===== src/rtl/dbus_arb.sv =====
// dbus_arb: two-master round-robin data-port arbiter with bounded lock bursts and in-order read return routing.
module dbus_arb #(
  parameter int XLEN      = 32,
  parameter int WSW       = 4,
  parameter int RD_LAT    = 1,
  parameter int MAX_BURST = 8
) (
  input  logic            clk,
  input  logic            rst,
  input  logic            m0_req,
  input  logic            m0_we,
  input  logic [WSW-1:0]  m0_wst,
  input  logic [XLEN-1:0] m0_adrs,
  input  logic [XLEN-1:0] m0_wdata,
  input  logic            m0_lock,
  output logic            m0_gnt,
  output logic            m0_rvalid,
  output logic [XLEN-1:0] m0_rdata,
  input  logic            m1_req,
  input  logic            m1_we,
  input  logic [WSW-1:0]  m1_wst,
  input  logic [XLEN-1:0] m1_adrs,
  input  logic [XLEN-1:0] m1_wdata,
  input  logic            m1_lock,
  output logic            m1_gnt,
  output logic            m1_rvalid,
  output logic [XLEN-1:0] m1_rdata,
  output logic            s_rd,
  output logic            s_we,
  output logic [WSW-1:0]  s_wst,
  output logic [XLEN-1:0] s_adrs,
  output logic [XLEN-1:0] s_wdata,
  input  logic [XLEN-1:0] s_rdata
);
  localparam int BW = $clog2(MAX_BURST) + 1;
  logic            last, lock_v, lock_id;
  logic [BW-1:0]   bcnt;
  logic [XLEN-1:0] adrs_q, wdata_q;
  logic [RD_LAT-1:0] tv, to;
  logic hold, gany, gid, gwe, glock;
  // A lock holds only while its owner keeps req+lock asserted and the burst is below the cap;
  // once the cap is hit the owner was granted last, so round-robin hands the next tie to the other master.
  always_comb begin
    hold   = lock_v && (lock_id ? (m1_req && m1_lock) : (m0_req && m0_lock)) && (bcnt < BW'(MAX_BURST));
    m0_gnt = !rst && (hold ? !lock_id : (m0_req && (!m1_req || last)));
    m1_gnt = !rst && (hold ? lock_id : (m1_req && (!m0_req || !last)));
    gany   = m0_gnt || m1_gnt;
    gid    = m1_gnt;
    gwe    = gid ? m1_we : m0_we;
    glock  = gid ? m1_lock : m0_lock;
    s_rd   = gany && !gwe;
    s_we   = gany && gwe;
    s_wst  = !gany ? '0 : (gid ? m1_wst : m0_wst);
    s_adrs = !gany ? adrs_q : (gid ? m1_adrs : m0_adrs);
    s_wdata = !gany ? wdata_q : (gid ? m1_wdata : m0_wdata);
  end
  assign m0_rvalid = tv[RD_LAT-1] && !to[RD_LAT-1];
  assign m1_rvalid = tv[RD_LAT-1] && to[RD_LAT-1];
  assign m0_rdata  = s_rdata;
  assign m1_rdata  = s_rdata;
  always_ff @(posedge clk or posedge rst) begin
    if (rst) begin
      last    <= 1'b1;
      lock_v  <= 1'b0;
      lock_id <= 1'b0;
      bcnt    <= '0;
      adrs_q  <= '0;
      wdata_q <= '0;
      tv      <= '0;
      to      <= '0;
    end else begin
      if (gany) begin
        last    <= gid;
        adrs_q  <= s_adrs;
        wdata_q <= s_wdata;
      end
      if (hold) begin
        bcnt <= bcnt + BW'(1);
      end else if (gany && glock) begin
        lock_v  <= 1'b1;
        lock_id <= gid;
        bcnt    <= BW'(1);
      end else begin
        lock_v <= 1'b0;
        bcnt   <= '0;
      end
      tv[0] <= s_rd;
      to[0] <= gid;
      for (int k = RD_LAT - 1; k > 0; k--) begin
        tv[k] <= tv[k-1];
        to[k] <= to[k-1];
      end
    end
  end
endmodule


===== config.mk =====
export PLATFORM = sky130hd
export DESIGN_NAME = dbus_arb
export DESIGN_NICKNAME = d
export VERILOG_FILES = /design/src/rtl/dbus_arb.sv
export SDC_FILE = /design/constraint.sdc
export NUM_CORES = 1
export LEC_CHECK = 0
export CORE_ASPECT_RATIO = 0.9
export CORE_MARGIN = 2
export CORE_UTILIZATION = 32
export DETAILED_ROUTE_END_ITERATION = 7
export GPL_TIMING_DRIVEN = 0
export PLACE_DENSITY = 0.77
export SLEW_MARGIN = 20
export SYNTH_ARGS = -nofsm -noshare
export SYNTH_HDL_FRONTEND = slang
export SYNTH_SLANG_ARGS = --single-unit

===== constraint.sdc =====
create_clock -name clk -period 6.55 [get_ports clk]
set_input_delay 1.965 -clock clk [delete_from_list [all_inputs] [get_ports clk]]
set_output_delay 1.965 -clock clk [all_outputs]
set_load 0.05 [all_outputs]

# After elaboration in Yosys (flattened, before gate mapping)
# Cells that the tools add are included.
[word_totals] regBits=73 output_inout_bits=138 elab_cells=49 in_bits=176
[classes] reduce_logical=24 bitwise_logic=1 order_cmp=1 addsub=1 mux=14
[ops] operator="32-bit two-way mux" n=4
[ops] operator="1-bit logical AND" n=13
[ops] operator="4-bit two-way mux" n=3
[ops] operator="1-bit logical NOT" n=7
[ops] operator="1-bit two-way mux" n=7
[ops] operator="4-bit by 1-bit adder with 4-bit output, second input constant" n=1
[ops] operator="4-bit < comparator, second input constant" n=1
[ops] operator="1-bit logical OR" n=3
[ops] operator="2-bit AND reduction" n=1
[ops] operator="1-bit inverter" n=1

# Logic depth before layout (Yosys ltp)
# Gate-level depths: netlist of run 1.
[logic_depth] word_depth=10 mapped_depth=7 ltp_nobuf=4

# Worst setup path before layout of run 1
# No wires, ideal clock.
[synth_timing] path_type="input port to output port" from="in rst" to="out s_adrs[12]" arrival_time_ps=5017 setup_slack_ps=-432 stages=6 path_cell_list="inv_1 > nand3_1 > o22ai_1 > buf_6 > buf_2 > a221o_1"
[synth_via] elab_chain_len=4 elab_cells_between_ends=6 classes_between="mux: 2; reduce/logical: 4"
[synth_lines] item="start: declaration" line="9" rtl="input logic rst,"
[synth_lines] item="1-bit logical NOT (no line) (*)"
[synth_lines] item="1-bit logical AND (*)" line="46" rtl="m1_gnt = !rst && (hold ? lock_id : (m1_req && (!m0_req || !last)));"
[synth_lines] item="net m1_gnt" line="25" rtl="output logic m1_gnt,"
[synth_lines] item="32-bit two-way mux or 1-bit logical OR (tied branches)" line="54, 47"
[synth_lines] item="32-bit two-way mux (*)" line="54" rtl="s_adrs = !gany ? adrs_q : (gid ? m1_adrs : m0_adrs);"
[synth_lines] item="end: declaration" line="31" rtl="output logic [XLEN-1:0] s_adrs,"
# The timed path passes the listed nets; every way through them passes the cells marked *.

# Worst setup path after layout of run 1
[layout_timing] from="in rst" to="out s_wdata[24]"
[layout_via] elab_chain_len=4 elab_cells_between_ends=6 classes_between="mux: 2; reduce/logical: 4"
[layout_lines] item="1-bit logical NOT (no line) (*)"
[layout_lines] item="1-bit logical AND, on equally long branches" line="46, 45"
[layout_lines] item="32-bit two-way mux or 1-bit logical OR (tied branches)" line="55, 47"
[layout_lines] item="32-bit two-way mux (*)" line="55" rtl="s_wdata = !gany ? wdata_q : (gid ? m1_wdata : m0_wdata);"
[layout_lines] item="end: declaration" line="32" rtl="output logic [XLEN-1:0] s_wdata,"
# Every way passes the cells marked *; elsewhere a longest branch is shown, timed or not.

==> metrics.txt, run 1 <==
antenna cell count 0; largest family of logic cells by synthesized area compound AO/OA/AOI/OAI gates; Tightest Pin Transition 0.654 ns; CTS tree yes; area growth from synthesis to layout 73.5%; Max Clk Rate 156 MHz; Clk pin slew, worst setup/hold paths 0.05 ns; synth top area cells dfrtp_1 (40%), a221o_1 (28%), buf_4 (11%), and2_1 (9.2%), buf_6 (2.8%); Synth Area in XOR/XNOR 0.195%; clk_skew 0.00337 ns; Max-slew headroom 55.9%; flip-flop and latch count after synthesis 73; Avg WL per Cell 18.4 µm; total congestion overflow 0; outcome finished clean; adder-cell share of the synthesized area 0.278%; final worst slack 0.141 ns; post-synth top area share 40.0%; initial antenna violation count 0; Num CTS Buffers 9; Post-Syn Area per Cell 11.0 µm²; Synth Net Count 587; post-synthesis mux area share 0.222%; Post-DP Area 7600 µm²; Design Area, Final 7810 µm²; clock root cell clkbuf_16; Post-Synthesis Cells 410; P per Cell Area 261 nW/µm²; H-tree Lvls 3; most frequent cells after synthesis a221o_1 (128), dfrtp_1 (72), and2_1 (66); global-route wire length before repair 25.1 mm; Total GRT Usage 21.5%; vias in the first global route 4,800; vias 4,752; share of cells above drive strength 1 17.9%; Worst-Skew Late Latency 0.33 ns; main flop type after synthesis dfrtp_1; Startpoint Class primary input; Unique masters post-synth 32; Worst EP required 4.59 ns; sequential fraction of the synthesis area 40.6%; fin crit period 6.41 ns; Synth Warn # 0; First-pass DRT Iterations 4; number of synthesized flops with an enable pin 0; Die Ht 117 µm; Core Area 13,900 µm²; row cnt 41; HPWL Detailed 12.9 mm; Hold Crit Class reg -> reg; DRT iter0 DRCs 274; Post-Synth Simple-Gate Area 11.5%; Initial Util 32.4%; die width 129 µm; post-layout power 2.04 mW; Routed Antenna Nets 0; CP max stage delay 0.62 ns; Critical Path Slowest Stage Cell clkdlybuf4s50_1; critical path peak fanout 31; Hold Slack 0.502 ns; Finish-stage setup viols 0; Post-Syn Area 4500 µm²; top-count cell post-synth a221o_1; placer congestion estimate 0.840; Longest Clk Path Bufs 2; Post-Place Setup Slack -0.784 ns; Top delay family on crit path buffers and inverters; fraction of registers with async set/reset 100%; nets 883; largest area contributor in the netlist dfrtp_1; Sink Count 73; Period Utilization, post-route 97.8%; via/cell ratio 5.27; Final Max Tran Viols 0; Remaining DRCs 0; pin count of the biggest net entering global routing 35; critical path class in -> out; Crit. End Element output pin; CP bufs+invs 5; Worst EP arrival 4.44 ns; leakage 3.51 nW; RSZ-0062 raised after global routing false; Final Hold Violating Endpoints 0; DIE AREA 15,000 µm²; port buffer count 281; I/O pin count 314; final wirelength 16.6 mm; max-cap viol count 0; Synth Area in Compound Gates 31.0%; crit path cell chain clkdlybuf4s50_1 -> clkinvlp_4 -> buf_12 -> o21ai_2 -> clkbuf_2 -> and2_1 -> a221o_1 -> dlygate4sd2_1; maximum VDD drop 155 µV
[stage by stage]
stage,TNS [ns],cells,utilization [%]
final,0,902,56.2
after global routing,0,902,56.2
after CTS,0,902,56.3
after detailed placement,-46.29,886,54.7
after global placement,-142.66,884,54.4
after floorplan,0,410,-
[report_power, final]
| part | total, mW | switching (mW) | internal (mW) |
|---|---|---|---|
| Combinational | 1.03 | 0.633 | 0.398 |
| Clock | 0.447 | 0.174 | 0.273 |
| Sequential | 0.561 | 0.0230 | 0.538 |
| Total | 2.04 | 0.830 | 1.21 |
[placed cells by master (no fill, tap or decap), types with 2 or more instances in the layout]
cell | Yosys | layout
nand2_1 | 5 | 5
buf_2 | 11 | 11
and2_1 | 66 | 66
nand2b_1 | 2 | 2
buf_6 | 11 | 11
dfrtp_1 | 72 | 72
clkdlybuf4s15_2 | 0 | 8
clkbuf_1 | 14 | 13
dlygate4sd2_1 | 0 | 38
nor2_1 | 4 | 4
a22o_1 | 6 | 6
clkbuf_8 | 0 | 2
a221o_1 | 128 | 128
dlymetal6s2s_1 | 0 | 5
clkdlybuf4s50_1 | 0 | 211
buf_12 | 0 | 2
clkbuf_16 | 0 | 9
clkbuf_2 | 0 | 14
inv_1 | 5 | 4
nand3_1 | 3 | 3
clkdlybuf4s15_1 | 0 | 9
buf_4 | 64 | 66
[per-layer routing]
| metal | vias to the layer above | GRT usage (%) | share of wire, % |
|---|---|---|---|
| met2 | 218 | 37.5 | 49 |
| met5 | - | 0 | 0 |
| met3 | 26 | 5.73 | 8.2 |
| li1 | 2157 | - | - |
| met4 | 0 | 7.17 | 1.8 |
| met1 | 2351 | 25.8 | 41 |
[flip-flops by register name, indices dropped and copies added (netlist names)]
name / flops
adrs_q: 32
bcnt: 4
last: 1
lock_id: 1
lock_v: 1
to: 1
tv: 1
wdata_q: 32
[tightest hold or removal path, stage by stage, from the launching register on]
cell	delay (ns)
dfstp_2	0.38
inv_1	0.05
o21bai_1	0.07
[logic make-up (layout without fill, tap and decap cells)]
group	after synthesis	in the layout
xor+xnor	1	1
simple gates	86	86
fa+ha+maj	1	1
buf+inv	105	404
flops	73	73
compound gates	143	143
mux	1	1
[worst paths after layout]
check,startpoint,end,slack (ns),cells after the start
worst max-delay path,rst,s_wdata[24],0.14,8
worst min-delay path,last,last,0.50,2
worst max register to register,last,wdata_q[14],4.64,6
worst min register to register,last,last,0.50,2
max in group asynchronous,rst,wdata_q[6],3.97,4
min in group asynchronous,rst,tv,2.16,3
[final cells by class]
| class | count | area, µm² |
|---|---|---|
| clock buffer | 14 | 264 |
| multi-input combinational | 232 | 1950 |
| buffer | 100 | 717 |
| tap | 193 | 241 |
| inverter | 5 | 22.5 |
| sequential | 73 | 1830 |
| fill | 1228 | 6090 |
| timing repair buffer | 285 | 2790 |
[repair_timing]
action	CTS	global route
hold buffers	0	0
endpoints found under the setup margin	70	24
resized for setup	86	34
buffers inserted	2	0
Note: power is estimated with default switching activity, not from simulation.
==> run 2: changes to the inputs <==
CTS_CLUSTER_DIAMETER = 150   (was default)
==> results of run 2 <==
Same layout as run 1: the final DEF is identical, and so are final timing and power.
